`src/rtl/background_scroll_mapper.sv`:
```
// Pipelined background renderer: beam position plus frame-synchronous scroll -> pixel ROM word,
// lane select -> palette lookup -> registered 4-bit colour with valid and opacity flags.
module background_scroll_mapper #(
    parameter int H_RES           = 640,
    parameter int V_RES           = 480,
    parameter int IDX_W           = 8,
    parameter int PIX_PER_WORD    = 8,
    parameter int ROM_LAT         = 2,
    parameter int PAL_LAT         = 1,
    parameter int ADDR_W          = 16,
    parameter int TRANSPARENT_IDX = 0
) (
    input  logic                          Clk,
    input  logic                          Reset_n,
    input  logic [9:0]                    DrawX,
    input  logic [9:0]                    DrawY,
    input  logic                          pixel_en,
    input  logic                          frame_start,
    input  logic [9:0]                    scroll_x_in,
    input  logic [9:0]                    scroll_y_in,
    input  logic                          scroll_wr,
    output logic                          scroll_err,
    output logic [ADDR_W-1:0]             rom_addr,
    input  logic [IDX_W*PIX_PER_WORD-1:0] rom_data,
    output logic [IDX_W-1:0]              pal_addr,
    input  logic [23:0]                   pal_data,
    output logic [3:0]                    VGA_R,
    output logic [3:0]                    VGA_G,
    output logic [3:0]                    VGA_B,
    output logic                          pix_valid,
    output logic                          bg_opaque
);

    localparam int SHIFT  = $clog2(PIX_PER_WORD);
    localparam int LANE_W = (SHIFT > 0) ? SHIFT : 1;
    localparam int SUM_W  = 12;
    localparam int MUL_W  = 24;
    localparam logic [SUM_W-1:0] H_LIM = SUM_W'(H_RES);
    localparam logic [SUM_W-1:0] V_LIM = SUM_W'(V_RES);

    logic [9:0]        r_pend_x, r_pend_y;
    logic [9:0]        r_act_x, r_act_y;
    logic              r_a_active;
    logic [LANE_W-1:0] r_a_lane;
    logic              r_rd_active [ROM_LAT];
    logic [LANE_W-1:0] r_rd_lane   [ROM_LAT];
    logic              r_b_active;
    logic              r_b_opaque;
    logic              r_pd_active [PAL_LAT];
    logic              r_pd_opaque [PAL_LAT];

    logic              w_wr_ok;
    logic              w_active;
    logic [SUM_W-1:0]  w_sum_x, w_sum_y, w_sx, w_sy;
    logic [MUL_W-1:0]  w_lin, w_word;
    logic [LANE_W-1:0] w_lane;
    logic [IDX_W-1:0]  w_idx;
    logic              w_rd_active;
    logic [LANE_W-1:0] w_rd_lane;
    logic              w_unused_pal;

    assign w_wr_ok  = scroll_wr && ({2'b00, scroll_x_in} < H_LIM) && ({2'b00, scroll_y_in} < V_LIM);
    assign w_active = pixel_en && ({2'b00, DrawX} < H_LIM) && ({2'b00, DrawY} < V_LIM);

    // Single conditional subtract is enough: both operands are below the limit when active.
    assign w_sum_x = {2'b00, DrawX} + {2'b00, r_act_x};
    assign w_sum_y = {2'b00, DrawY} + {2'b00, r_act_y};
    assign w_sx    = (w_sum_x >= H_LIM) ? w_sum_x - H_LIM : w_sum_x;
    assign w_sy    = (w_sum_y >= V_LIM) ? w_sum_y - V_LIM : w_sum_y;
    assign w_lin   = MUL_W'(w_sy) * MUL_W'(H_RES) + MUL_W'(w_sx);
    assign w_word  = w_lin >> SHIFT;
    assign w_lane  = (SHIFT > 0) ? w_sx[LANE_W-1:0] : '0;

    assign w_rd_active  = r_rd_active[ROM_LAT-1];
    assign w_rd_lane    = r_rd_lane[ROM_LAT-1];
    assign w_unused_pal = ^{pal_data[19:16], pal_data[11:8], pal_data[3:0]};

    // Lane 0 sits in the most significant bits of the ROM word.
    always_comb begin
        w_idx = '0;
        for (int n = 0; n < PIX_PER_WORD; n++) begin
            if (w_rd_lane == LANE_W'(n)) begin
                w_idx = rom_data[(PIX_PER_WORD-n)*IDX_W-1 -: IDX_W];
            end
        end
    end

    always_ff @(posedge Clk or negedge Reset_n) begin
        if (!Reset_n) begin
            r_pend_x   <= '0;
            r_pend_y   <= '0;
            r_act_x    <= '0;
            r_act_y    <= '0;
            scroll_err <= 1'b0;
        end else begin
            scroll_err <= scroll_wr && !w_wr_ok;
            if (w_wr_ok) begin
                r_pend_x <= scroll_x_in;
                r_pend_y <= scroll_y_in;
            end
            if (frame_start) begin
                r_act_x <= w_wr_ok ? scroll_x_in : r_pend_x;
                r_act_y <= w_wr_ok ? scroll_y_in : r_pend_y;
            end
        end
    end

    always_ff @(posedge Clk or negedge Reset_n) begin
        if (!Reset_n) begin
            rom_addr   <= '0;
            r_a_lane   <= '0;
            r_a_active <= 1'b0;
            for (int i = 0; i < ROM_LAT; i++) begin
                r_rd_active[i] <= 1'b0;
                r_rd_lane[i]   <= '0;
            end
        end else begin
            r_a_active <= w_active;
            if (w_active) begin
                rom_addr <= ADDR_W'(w_word);
                r_a_lane <= w_lane;
            end
            r_rd_active[0] <= r_a_active;
            r_rd_lane[0]   <= r_a_lane;
            for (int i = 1; i < ROM_LAT; i++) begin
                r_rd_active[i] <= r_rd_active[i-1];
                r_rd_lane[i]   <= r_rd_lane[i-1];
            end
        end
    end

    always_ff @(posedge Clk or negedge Reset_n) begin
        if (!Reset_n) begin
            pal_addr   <= '0;
            r_b_active <= 1'b0;
            r_b_opaque <= 1'b0;
            for (int i = 0; i < PAL_LAT; i++) begin
                r_pd_active[i] <= 1'b0;
                r_pd_opaque[i] <= 1'b0;
            end
        end else begin
            r_b_active <= w_rd_active;
            if (w_rd_active) begin
                pal_addr   <= w_idx;
                r_b_opaque <= (w_idx != IDX_W'(TRANSPARENT_IDX));
            end
            r_pd_active[0] <= r_b_active;
            r_pd_opaque[0] <= r_b_opaque;
            for (int i = 1; i < PAL_LAT; i++) begin
                r_pd_active[i] <= r_pd_active[i-1];
                r_pd_opaque[i] <= r_pd_opaque[i-1];
            end
        end
    end

    always_ff @(posedge Clk or negedge Reset_n) begin
        if (!Reset_n) begin
            VGA_R     <= '0;
            VGA_G     <= '0;
            VGA_B     <= '0;
            pix_valid <= 1'b0;
            bg_opaque <= 1'b0;
        end else if (r_pd_active[PAL_LAT-1]) begin
            VGA_R     <= pal_data[23:20];
            VGA_G     <= pal_data[15:12];
            VGA_B     <= pal_data[7:4];
            pix_valid <= 1'b1;
            bg_opaque <= r_pd_opaque[PAL_LAT-1];
        end else begin
            VGA_R     <= '0;
            VGA_G     <= '0;
            VGA_B     <= '0;
            pix_valid <= 1'b0;
            bg_opaque <= 1'b0;
        end
    end

endmodule

```
`config.mk`:
```
export PLATFORM = sky130hd
export DESIGN_NAME = background_scroll_mapper
export DESIGN_NICKNAME = d
export VERILOG_FILES = /design/src/rtl/background_scroll_mapper.sv
export SDC_FILE = /design/constraint.sdc
export NUM_CORES = 1
export LEC_CHECK = 0
export CAP_MARGIN = 40
export CORE_UTILIZATION = 52
export DETAILED_ROUTE_END_ITERATION = 10
export PLACE_DENSITY = 0.86
export SYNTH_ARGS = -nofsm -noshare
export SYNTH_HDL_FRONTEND = slang
export SYNTH_SLANG_ARGS = --single-unit
```
`constraint.sdc`:
```
create_clock -name Clk -period 9.1 [get_ports Clk]
set_input_delay 1.82 -clock Clk [delete_from_list [all_inputs] [get_ports Clk]]
set_output_delay 1.82 -clock Clk [all_outputs]
set_load 0.03 [all_outputs]
```
==> qor.yml, run 1 <==
status: "finished, final reports clean"
vias: 4764
worst_hold_path_type: "register to register"
rows: 38
synth-main-ff-cell: "dfrtp_1"
required_ns: 9.33
power_switching_w: 0.00120
fin_skew_ns: 0.0148
finalMaxSlewViolations: 0
wl_per_cell_um: 16.5
period_needed_ns: 6.35
start_util_pct: 53.2
drc: 0
critPathKind: "primary input to register"
r2r_slack_ns: 4.31
max_cap_viol_count: 0
fmax_ghz: 0.157
wl_um: 14100
final_common_cell: "clkdlybuf4s50_1"
syn-cell-area_um2: 5770
setup_viol_count_final: 0
crit_path_start_kind: "primary input"
fillers: 776
synthCells: 554
core-area_um2: 10800
die_y_um: 107
post_cts_resized: 0
rr_worst_depth: 20
place.port_buffers: 159
synth.distinct_cells: 68
drive_gt1_share_pct: 11.8
clkSinkCount: 95
dp_cells: 838
ios: 172
layout_common_cells: "clkdlybuf4s50_1, dfrtp_1, ha_1, nand2_1, nor2_1"
drtIter0Drc: 273
grt_max_degree: 49
hold_viol_final: 0
antenna_found_initial: 0
grtUsageTotal_pct: 25.5
hold_depth: 0
fin_crit_sh_pct: 69.8
slew_headroom_pct: 43.5
synth-warning-count: 0
tightestPinTransition_ns: 0.848
grt_pass1_vias: 4823
hold_path.startpoint: "r_rd_lane[3]"
die_x_um: 107
switching_share_pct: 45.7
fin_setup_tns_ns: 0
rsz0062_at_grt: "no"
synth.avg_cell_area_um2: 10.4
dr.pass1.iters: 4
synth_nets: 735
diodes: 0
cts.htree.levels: 3
cp-end-kind: "register"
area_growth_syn_to_layout_pct: 33.1
ys_seq_elements: 95
yosysSeqAreaShare_pct: 41.2
cts-buffers-inserted: 9
arrival_ns: 6.59
p_leak_nw: 3.37
synth_edf_count: 0
gp_congestion: 0.922
post_cts_buffers: 0
grt_pass1_wl_um: 22700
detail-route-antenna-nets: 0
p_seq_share_pct: 23.2
fin_util_pct: 70.8
dp_hpwl_um: 11100
min_to: "w_rd_lane[0]"
nets: 890
r2r-start: "r_act_y[0]"
ys_async_sr_fraction_pct: 100
grt_overflow: 0
reg2reg_to: "rom_addr[15]"
pwr-share-comb_pct: 67.2
vias_per_cell: 5.58
cts_buffer_depth: 2
clkLatencyLatePin_ns: 0.37
clkTransAtPathRegs_ns: 0.08
worstPathMaxFanout: 6
die_area_um2: 11500
cts_tree: "done"
pwr-share-clk_pct: 9.6
internal_power_w: 0.00142
power_density_nw_per_um2: 341
final_cells: 854
cts-root-buf: "clkbuf_8"
ctsHoldBuffers: 0
ir_drop_mv: 0.220
[metal layers]
metal	global-route usage (%)	routed length, um	vias to the layer above
li1	-	-	2293
met1	29.4	5660	2257
met2	44.3	6820	177
met3	5.81	1020	37
met4	13.1	566	0
met5	0	0	-
[power by group through the flow]
stage	Clock, W	Sequential, W	Combinational [W]
after global routing	0.000276	0.000623	0.00195
after detailed placement	0	0.000618	0.00173
after CTS	0.000259	0.000609	0.00175
final	0.000252	0.000608	0.00176
after global placement	0	0.000609	0.00167
after floorplan	0	0.000673	0.00125
[synth_stat cells, drive strengths merged (2+ instances only)]
cell | n | area share, %
o21ai | 40 | 3.6
o21bai | 3 | 0.39
mux2i | 9 | 1.6
nand4 | 5 | 0.54
o211a | 2 | 0.35
and3 | 4 | 0.46
and2 | 19 | 2.1
nor3 | 2 | 0.17
o31ai | 3 | 0.39
nand2 | 41 | 2.7
nand4b | 3 | 0.46
nand3 | 7 | 0.69
nor2 | 39 | 2.5
nand3b | 2 | 0.26
a21oi | 36 | 3.3
ha | 44 | 9.5
dfrtp | 95 | 41
a211oi | 4 | 0.69
xnor2 | 16 | 2.7
inv | 27 | 1.8
a22o | 7 | 1.1
mux4 | 4 | 1.6
fa | 4 | 1.4
xor2 | 14 | 2.3
a21o | 4 | 0.54
o22a | 2 | 0.30
o21a | 5 | 0.65
a22oi | 6 | 0.78
mux2 | 38 | 7.5
clkbuf | 15 | 0.98
a31oi | 6 | 0.65
a21boi | 2 | 0.26
and2b | 2 | 0.30
nand2b | 9 | 0.98
o211ai | 3 | 0.48
nor2b | 6 | 0.65
o221ai | 7 | 1.2
or2 | 2 | 0.22
buf | 4 | 0.33
nor3b | 2 | 0.26
[per-stage QoR]
| stage | area [um^2] | setup slack [ns] | hold WS (ns) | power [W] |
|---|---|---|---|---|
| final | 7670 | 2.75 | 0.353 | 0.00262 |
| after detailed placement | 7500 | 2.39 | 0.337 | 0.00235 |
| after global routing | 7670 | 2.45 | 0.370 | 0.00285 |
| after CTS | 7670 | 2.77 | 0.357 | 0.00262 |
| after global placement | 7470 | 2.56 | 0.332 | 0.00228 |
| after floorplan | 5770 | 3.27 | 0.331 | 0.00192 |
[flip-flops by register name (all words and copies together), names as in the netlist, 4 cells and up]
signal    flops
r_pend_y     10
VGA_R         4
pal_addr      8
r_pend_x     10
rom_addr     16
VGA_B         4
r_act_y      10
r_act_x      10
VGA_G         4
[final cells by class]
type	count	area, um^2	share of cell area (%)
sequential	95	2380	31.0
clock inverter	5	41.3	0.538
multi-input combinational	413	3210	41.9
clock buffer	11	131	1.71
inverter	27	101	1.32
timing repair buffer	163	1630	21.3
tap	140	175	2.28
[worst max-delay path: stages]
cell	delay, ns
clkdlybuf4s50_1	0.47
ha_1	0.20
inv_1	0.07
fa_1	0.40
and2b_4	0.28
o211ai_2	0.10
nand2_1	0.10
a21oi_1	0.08
xnor2_1	0.46
ha_1	0.33
mux2_4	0.27
ha_1	0.30
ha_1	0.28
or2_1	0.23
o22a_1	0.20
xor2_1	0.25
o211a_1	0.23
nand4_1	0.11
xnor2_1	0.20
xnor2_1	0.13
o21ai_1	0.08
[logic make-up after synthesis]
group / after synthesis / synth area share (%)
compound gates: 139 / 16.3
xor+xnor: 30 / 4.95
fa+ha+maj: 48 / 10.9
buf+inv: 46 / 3.06
flops: 95 / 41.2
mux: 51 / 10.6
simple gates: 145 / 12.9
[worst max path at each step]
| stage | slack [ns] | end | depth (start not counted) | start |
|---|---|---|---|---|
| after floorplan | 3.27 | rom_addr[15] | 20 | DrawY[0] |
| after global placement | 2.56 | rom_addr[15] | 21 | DrawY[0] |
| after detailed placement | 2.39 | rom_addr[15] | 21 | DrawY[0] |
| after CTS | 2.77 | rom_addr[15] | 21 | DrawY[0] |
| after global routing | 2.45 | rom_addr[15] | 21 | DrawY[0] |
| final | 2.75 | rom_addr[15] | 21 | DrawY[0] |
Power figures use the tool's default switching activity.
==> run 2: changes to the inputs <==
--- a/config.mk
+++ b/config.mk
@@ -6,9 +6,9 @@
 export NUM_CORES = 1
 export LEC_CHECK = 0
 export CAP_MARGIN = 40
-export CORE_UTILIZATION = 52
+export CORE_UTILIZATION = 43
 export DETAILED_ROUTE_END_ITERATION = 10
-export PLACE_DENSITY = 0.86
+export PLACE_DENSITY = 0.76
 export SYNTH_ARGS = -nofsm -noshare
 export SYNTH_HDL_FRONTEND = slang
 export SYNTH_SLANG_ARGS = --single-unit
==> constraint.sdc (replaced) <==
create_clock -name Clk -period 5.2 [get_ports Clk]
set_input_delay 1.04 -clock Clk [delete_from_list [all_inputs] [get_ports Clk]]
set_output_delay 1.04 -clock Clk [all_outputs]
set_load 0.03 [all_outputs]
==> run 2 against run 1 <==
Global-route usage fell by 3.6 points. Clock power grew to 2.6 times the previous value. Clock skew decreased by 0.0074 ns. Power increased by 110%. First-iteration DRC count shrank 25%. Routed wire length rose by 3.8%. Hold slack got worse by 0.0031 ns. Count of clock-buffer cells in the layout is 2 lower. Highest routed layer unchanged.
==> qor.yml, run 2 (synthesis results as in run 1) <==
grt_max_degree: 51  # +4.1%
p_seq_share_pct: 19.4  # -3.8 points
die_area_um2: 13900  # +21%
power_switching_w: 0.00226  # +89%
power_density_nw_per_um2: 663  # +94%
area_growth_syn_to_layout_pct: 42.7
post_cts_buffers: 0  # unchanged
diodes: 0  # unchanged
wl_um: 14600  # +3.8%
worstPathMaxFanout: 3  # -3
cts.htree.levels: 3  # unchanged
fin_skew_ns: 0.00744  # -0.00740 ns
arrival_ns: 5.24  # -1.35 ns
vias: 4840  # +1.6%
grt_pass1_vias: 5090  # +5.5%
clkSinkCount: 95  # unchanged
drtIter0Drc: 205  # -25%
grt_overflow: 0  # unchanged
ff_latch_area_um2: 2380  # unchanged
worst_hold_path_type: "register to register"
slew_headroom_pct: 42.9  # -0.59 points
cts_tree: "done"
layout_setup_ws_ns: 0.162  # -2.58 ns
critPathKind: "primary input to register"
crit_path_start_kind: "primary input"
fin_crit_sh_pct: 96.9
place.port_buffers: 159  # unchanged
gp_congestion: 1.04  # +13%
placed_area_um2: 7870  # +4.9%
pre_cts_slack_ns: -0.324  # -2.71 ns
ios: 172  # unchanged
fin_util_pct: 64.2  # -6.6 points
fmax_ghz: 0.199
layout_common_cells: "clkdlybuf4s50_1, dfrtp_1, buf_4, nand2_1, ha_1"
cp-end-kind: "register"
grt_pass1_wl_um: 24200  # +7.0%
pwr-share-clk_pct: 12.1  # +2.5 points
drive_gt1_share_pct: 17.8  # +6.0 points
die_y_um: 118  # +9.8%
switching_share_pct: 41.4  # -4.4 points
grtUsageTotal_pct: 21.9  # -3.6 points
start_util_pct: 45.0  # -8.2 points
rsz0062_at_grt: "no"
core-area_um2: 12800  # +18%
top_register: "rom_addr"
period_needed_ns: 5.04
status: "finished, final reports clean"
ir_drop_mv: 0.493  # +120%
dp_hpwl_um: 11700  # +4.5%
wl_per_cell_um: 15.8  # -4.2%
detail-route-antenna-nets: 0  # unchanged
cts-buffers-inserted: 9  # unchanged
required_ns: 5.41  # -3.92 ns
rows: 41  # +7.9%
finalMaxSlewViolations: 0  # unchanged
vias_per_cell: 5.23  # -6.2%
tightestPinTransition_ns: 0.857  # +0.00892 ns
cts-root-buf: "clkbuf_16"
nets: 930  # +4.5%
drc: 0  # unchanged
multi_input_area_um2: 3290  # +2.2%
max_cap_viol_count: 0  # unchanged
dr.pass1.iters: 5  # +1
largest_reg_flops: 16  # unchanged
final_common_cell: "clkdlybuf4s50_1"
clkLatencyLatePin_ns: 0.35  # -0.02 ns
clkTransAtPathRegs_ns: 0.06  # -0.02 ns
die_x_um: 118  # +9.8%
hold_viol_final: 0  # unchanged
p_leak_nw: 3.65  # +8.2%
fin_area_um2: 8230  # +7.3%
internal_power_w: 0.00320  # +130%
setup_viol_count_final: 0  # unchanged
cts_buffer_depth: 2  # unchanged
pwr-share-comb_pct: 68.5  # +1.3 points
antenna_found_initial: 0  # unchanged
fillers: 1025  # +32%
## run 2: cell count changes in the layout (fill, tap and decap cells not counted), sizes merged
| cell | previous run | this run |
|---|---|---|
| clkinv | 2 | 3 |
| buf | 5 | 45 |
| clkbuf | 11 | 9 |
| clkinvlp | 1 | 0 |
| bufinv | 0 | 1 |
## run 2: power groups by stage
stage | sequential (W) | clock [W] | combinational (W)
after floorplan | 0.00118 | 0 | 0.00219
after CTS | 0.00106 | 0.000676 | 0.00366
after global placement | 0.00107 | 0 | 0.00352
after global routing | 0.00109 | 0.000701 | 0.00412
final | 0.00106 | 0.000658 | 0.00374
after detailed placement | 0.00108 | 0 | 0.00363
## run 2: path summary, 6_finish.rpt
kind / depth (start not counted) / slack [ns] / endpoint / from
min reg2reg: 0 / 0.35 / r_pd_active / r_b_active
max reg2reg: 20 / 0.95 / rom_addr[15] / r_act_y[0]
max in group asynchronous: 2 / 3.46 / VGA_G[2] / Reset_n
min in group asynchronous: 1 / 0.70 / r_act_y[5] / Reset_n
min: 0 / 0.35 / r_pd_active / r_b_active
max: 21 / 0.16 / rom_addr[15] / DrawY[0]
## run 2: worst max-delay path: stages
cell and delay (ns):
clkdlybuf4s50_1 0.46, ha_2 0.17, inv_1 0.05, fa_2 0.33
and2b_4 0.28, o211ai_4 0.10, o2bb2ai_4 0.15, xnor2_2 0.14
and2_4 0.15, a31o_4 0.24, mux2_4 0.32, ha_4 0.22
ha_2 0.18, or2_1 0.20, o22a_1 0.23, a211oi_2 0.28
o32a_2 0.21, nand4_1 0.10, xnor2_1 0.19, xnor2_1 0.14
o21ai_1 0.08
## run 2: area by class of cell
class	count	area share, %
multi-input combinational	413	39.9
inverter	27	1.23
timing repair buffer	203	23.8
clock buffer	9	2.74
clock inverter	6	0.836
sequential	95	28.9
tap	172	2.61
## run 2: per-stage QoR
stage	power, W	hold slack [ns]	TNS, ns	cells
after global routing	0.00591	0.349	0	925
after CTS	0.00540	0.350	0	925
after floorplan	0.00337	0.331	0	554
after global placement	0.00458	0.332	-0.536	908
after detailed placement	0.00471	0.337	-0.809	910
final	0.00546	0.350	0	925
## run 2: layer usage
| layer | global-route usage, % | share of wire (%) | vias to the layer above |
|---|---|---|---|
| li1 | - | - | 2373 |
| met1 | 25.0 | 41 | 2246 |
| met2 | 38.5 | 49 | 189 |
| met3 | 5.33 | 6.5 | 32 |
| met4 | 9.94 | 3.0 | 0 |
| met5 | 0 | 0 | - |
## run 2: what timing repair did
action | in CTS | in global routing
resized for setup | 0 | 13
hold buffers | 0 | 0
setup endpoints to repair | 0 | 2
==> run 3: changes to the inputs <==
--- a/config.mk
+++ b/config.mk
@@ -6,9 +6,10 @@
 export NUM_CORES = 1
 export LEC_CHECK = 0
 export CAP_MARGIN = 40
-export CORE_UTILIZATION = 43
+export CORE_UTILIZATION = 58
 export DETAILED_ROUTE_END_ITERATION = 10
-export PLACE_DENSITY = 0.76
+export DONT_BUFFER_PORTS = 1
+export PLACE_DENSITY = 0.75
 export SYNTH_ARGS = -nofsm -noshare
 export SYNTH_HDL_FRONTEND = slang
 export SYNTH_SLANG_ARGS = --single-unit
==> run 3 against run 2 <==
Global-route usage up 2.0 points. Setup slack better by 0.19 ns. Clock skew up 0.0049 ns. Utilization down 0.68 points. Combinational power fell by 26%. Fmax increased by 3.9%. Sequential share of layout area up 9.8 points. Clock power is 20% lower. Via count is 15% lower. Die area down 25%. Final cell count shrank 25%. Largest cell class unchanged. Highest routed layer unchanged.
==> qor.yml, run 3 (synthesis results as in run 1) <==
core-area_um2: 9680  # -24%
antenna_found_initial: 0  # unchanged
layout_common_cells: "dfrtp_1, ha_1, nand2_1, nor2_1, mux2_2"
place.port_buffers: 0  # -100%
drc: 0  # unchanged
min_to: "w_rd_active"
ctsHoldBuffers: 0  # unchanged
status: "finished, final reports clean"
hold_viol_final: 0  # unchanged
area_growth_syn_to_layout_pct: 6.64
multi_input_area_um2: 3210  # -2.2%
die_x_um: 102  # -14%
setup_viol_count_final: 0  # unchanged
cp-end-kind: "register"
vias_per_cell: 5.94  # +14%
cts_buffer_depth: 2  # unchanged
cts_tree: "done"
r2r_slack_ns: 0.66  # -0.29 ns
rr_worst_depth: 20  # unchanged
period_needed_ns: 4.85  # -0.191 ns
fin_skew_ns: 0.0123  # +0.00491 ns
grt_overflow: 0  # unchanged
dr.pass1.iters: 5  # unchanged
hold_depth: 0  # unchanged
largest_reg_flops: 16  # unchanged
fillers: 775  # -24%
post_cts_resized: 0  # unchanged
reg2reg_to: "rom_addr[15]"
required_ns: 5.43  # +0.02 ns
ir_drop_mv: 0.477  # -3.3%
diodes: 0  # unchanged
rows: 36  # -12%
fin_util_pct: 63.5  # -0.68 points
wl_um: 11800  # -19%
nets: 737  # -21%
clkLatencyLatePin_ns: 0.36  # about the same
arrival_ns: 5.08  # -0.16 ns
slew_headroom_pct: 41.0  # -1.9 points
power_density_nw_per_um2: 738  # +11%
fin_crit_sh_pct: 93.2  # -3.7 points
top_register: "rom_addr"
clkTransAtPathRegs_ns: 0.09  # +0.03 ns
drtIter0Drc: 169  # -18%
ios: 172  # unchanged
rsz0062_at_grt: "no"
fmax_ghz: 0.206  # +3.9%
post_cts_buffers: 0  # unchanged
cts.htree.levels: 3  # unchanged
vias: 4116  # -15%
grt_max_degree: 96  # +88%
grtUsageTotal_pct: 23.9  # +2.0 points
drive_gt1_share_pct: 16.1  # -1.7 points
tightestPinTransition_ns: 0.885  # +0.0282 ns
finalMaxSlewViolations: 0  # unchanged
critPathKind: "primary input to register"
final_common_cell: "dfrtp_1"
crit_path_start_kind: "primary input"
cts-buffers-inserted: 9  # unchanged
worst_hold_path_type: "register to register"
detail-route-antenna-nets: 0  # unchanged
fin_setup_tns_ns: 0  # unchanged
die_y_um: 102  # -14%
hold_path.startpoint: "r_rd_active[1]"
start_util_pct: 59.6  # +15 points
grt_pass1_wl_um: 19400  # -20%
worstPathMaxFanout: 3  # unchanged
gp_congestion: 0.912  # -12%
cts-root-buf: "clkbuf_8"
r2r-start: "r_act_y[0]"
grt_pass1_vias: 4174  # -18%
max_cap_viol_count: 0  # unchanged
die_area_um2: 10300  # -25%
p_total_w: 0.00454  # -17%
p_leak_nw: 2.80  # -23%
clkSinkCount: 95  # unchanged
ff_latch_area_um2: 2380  # unchanged
wl_per_cell_um: 17.1  # +8.2%
dp_hpwl_um: 9290  # -20%
run 3: layout make-up:
class,instances,area share [%]
multi-input combinational,413,52.3
sequential,95,38.6
tap,133,2.71
clock buffer,9,2.01
inverter,27,1.65
clock inverter,6,1.51
timing repair buffer,10,1.22
run 3: worst max-delay path, cell delays in order:
cell and delay, ns:
ha_1 0.19, inv_1 0.07, fa_1 0.39, and2b_4 0.28
o211ai_2 0.10, nand2_1 0.10, a21oi_1 0.07, xnor2_1 0.33
ha_1 0.29, mux2_4 0.27, ha_1 0.28, ha_1 0.22
or2_1 0.22, o22a_1 0.21, a211oi_2 0.28, o32a_2 0.23
nand4_1 0.11, xnor2_1 0.20, xnor2_1 0.13, o21ai_1 0.07
run 3: stage by stage:
stage | hold slack [ns] | area, um^2 | worst slack, ns | cells
floorplan | 0.331 | 5770 | 0.151 | 554
global placement | 0.333 | 5930 | 0.0840 | 678
detailed placement | 0.339 | 5930 | 0.0171 | 678
CTS | 0.355 | 6150 | 0.372 | 693
global route | 0.350 | 6150 | 0.141 | 693
finish | 0.353 | 6150 | 0.353 | 693
run 3: how the worst max path moves through the flow:
stage | slack [ns] | start | end
floorplan | 0.15 | DrawY[0] | rom_addr[15]
global placement | 0.08 | DrawY[0] | rom_addr[15]
detailed placement | 0.02 | DrawY[0] | rom_addr[15]
CTS | 0.37 | DrawY[0] | rom_addr[15]
global route | 0.14 | DrawY[0] | rom_addr[15]
finish | 0.35 | DrawY[0] | rom_addr[15]
run 3: layer usage:
layer | wire length (um) | up-vias | GRT usage, %
met1 | 5050 | 1969 | 30.2
li1 | - | 1972 | -
met4 | 130 | 0 | 6.13
met5 | 0 | - | 0
met2 | 5680 | 164 | 40.7
met3 | 958 | 11 | 6.28
run 3: power breakdown:
part           internal [W]  switching (W)
Sequential         0.000917       0.000336
Clock              0.000272       0.000258
Combinational       0.00131        0.00145
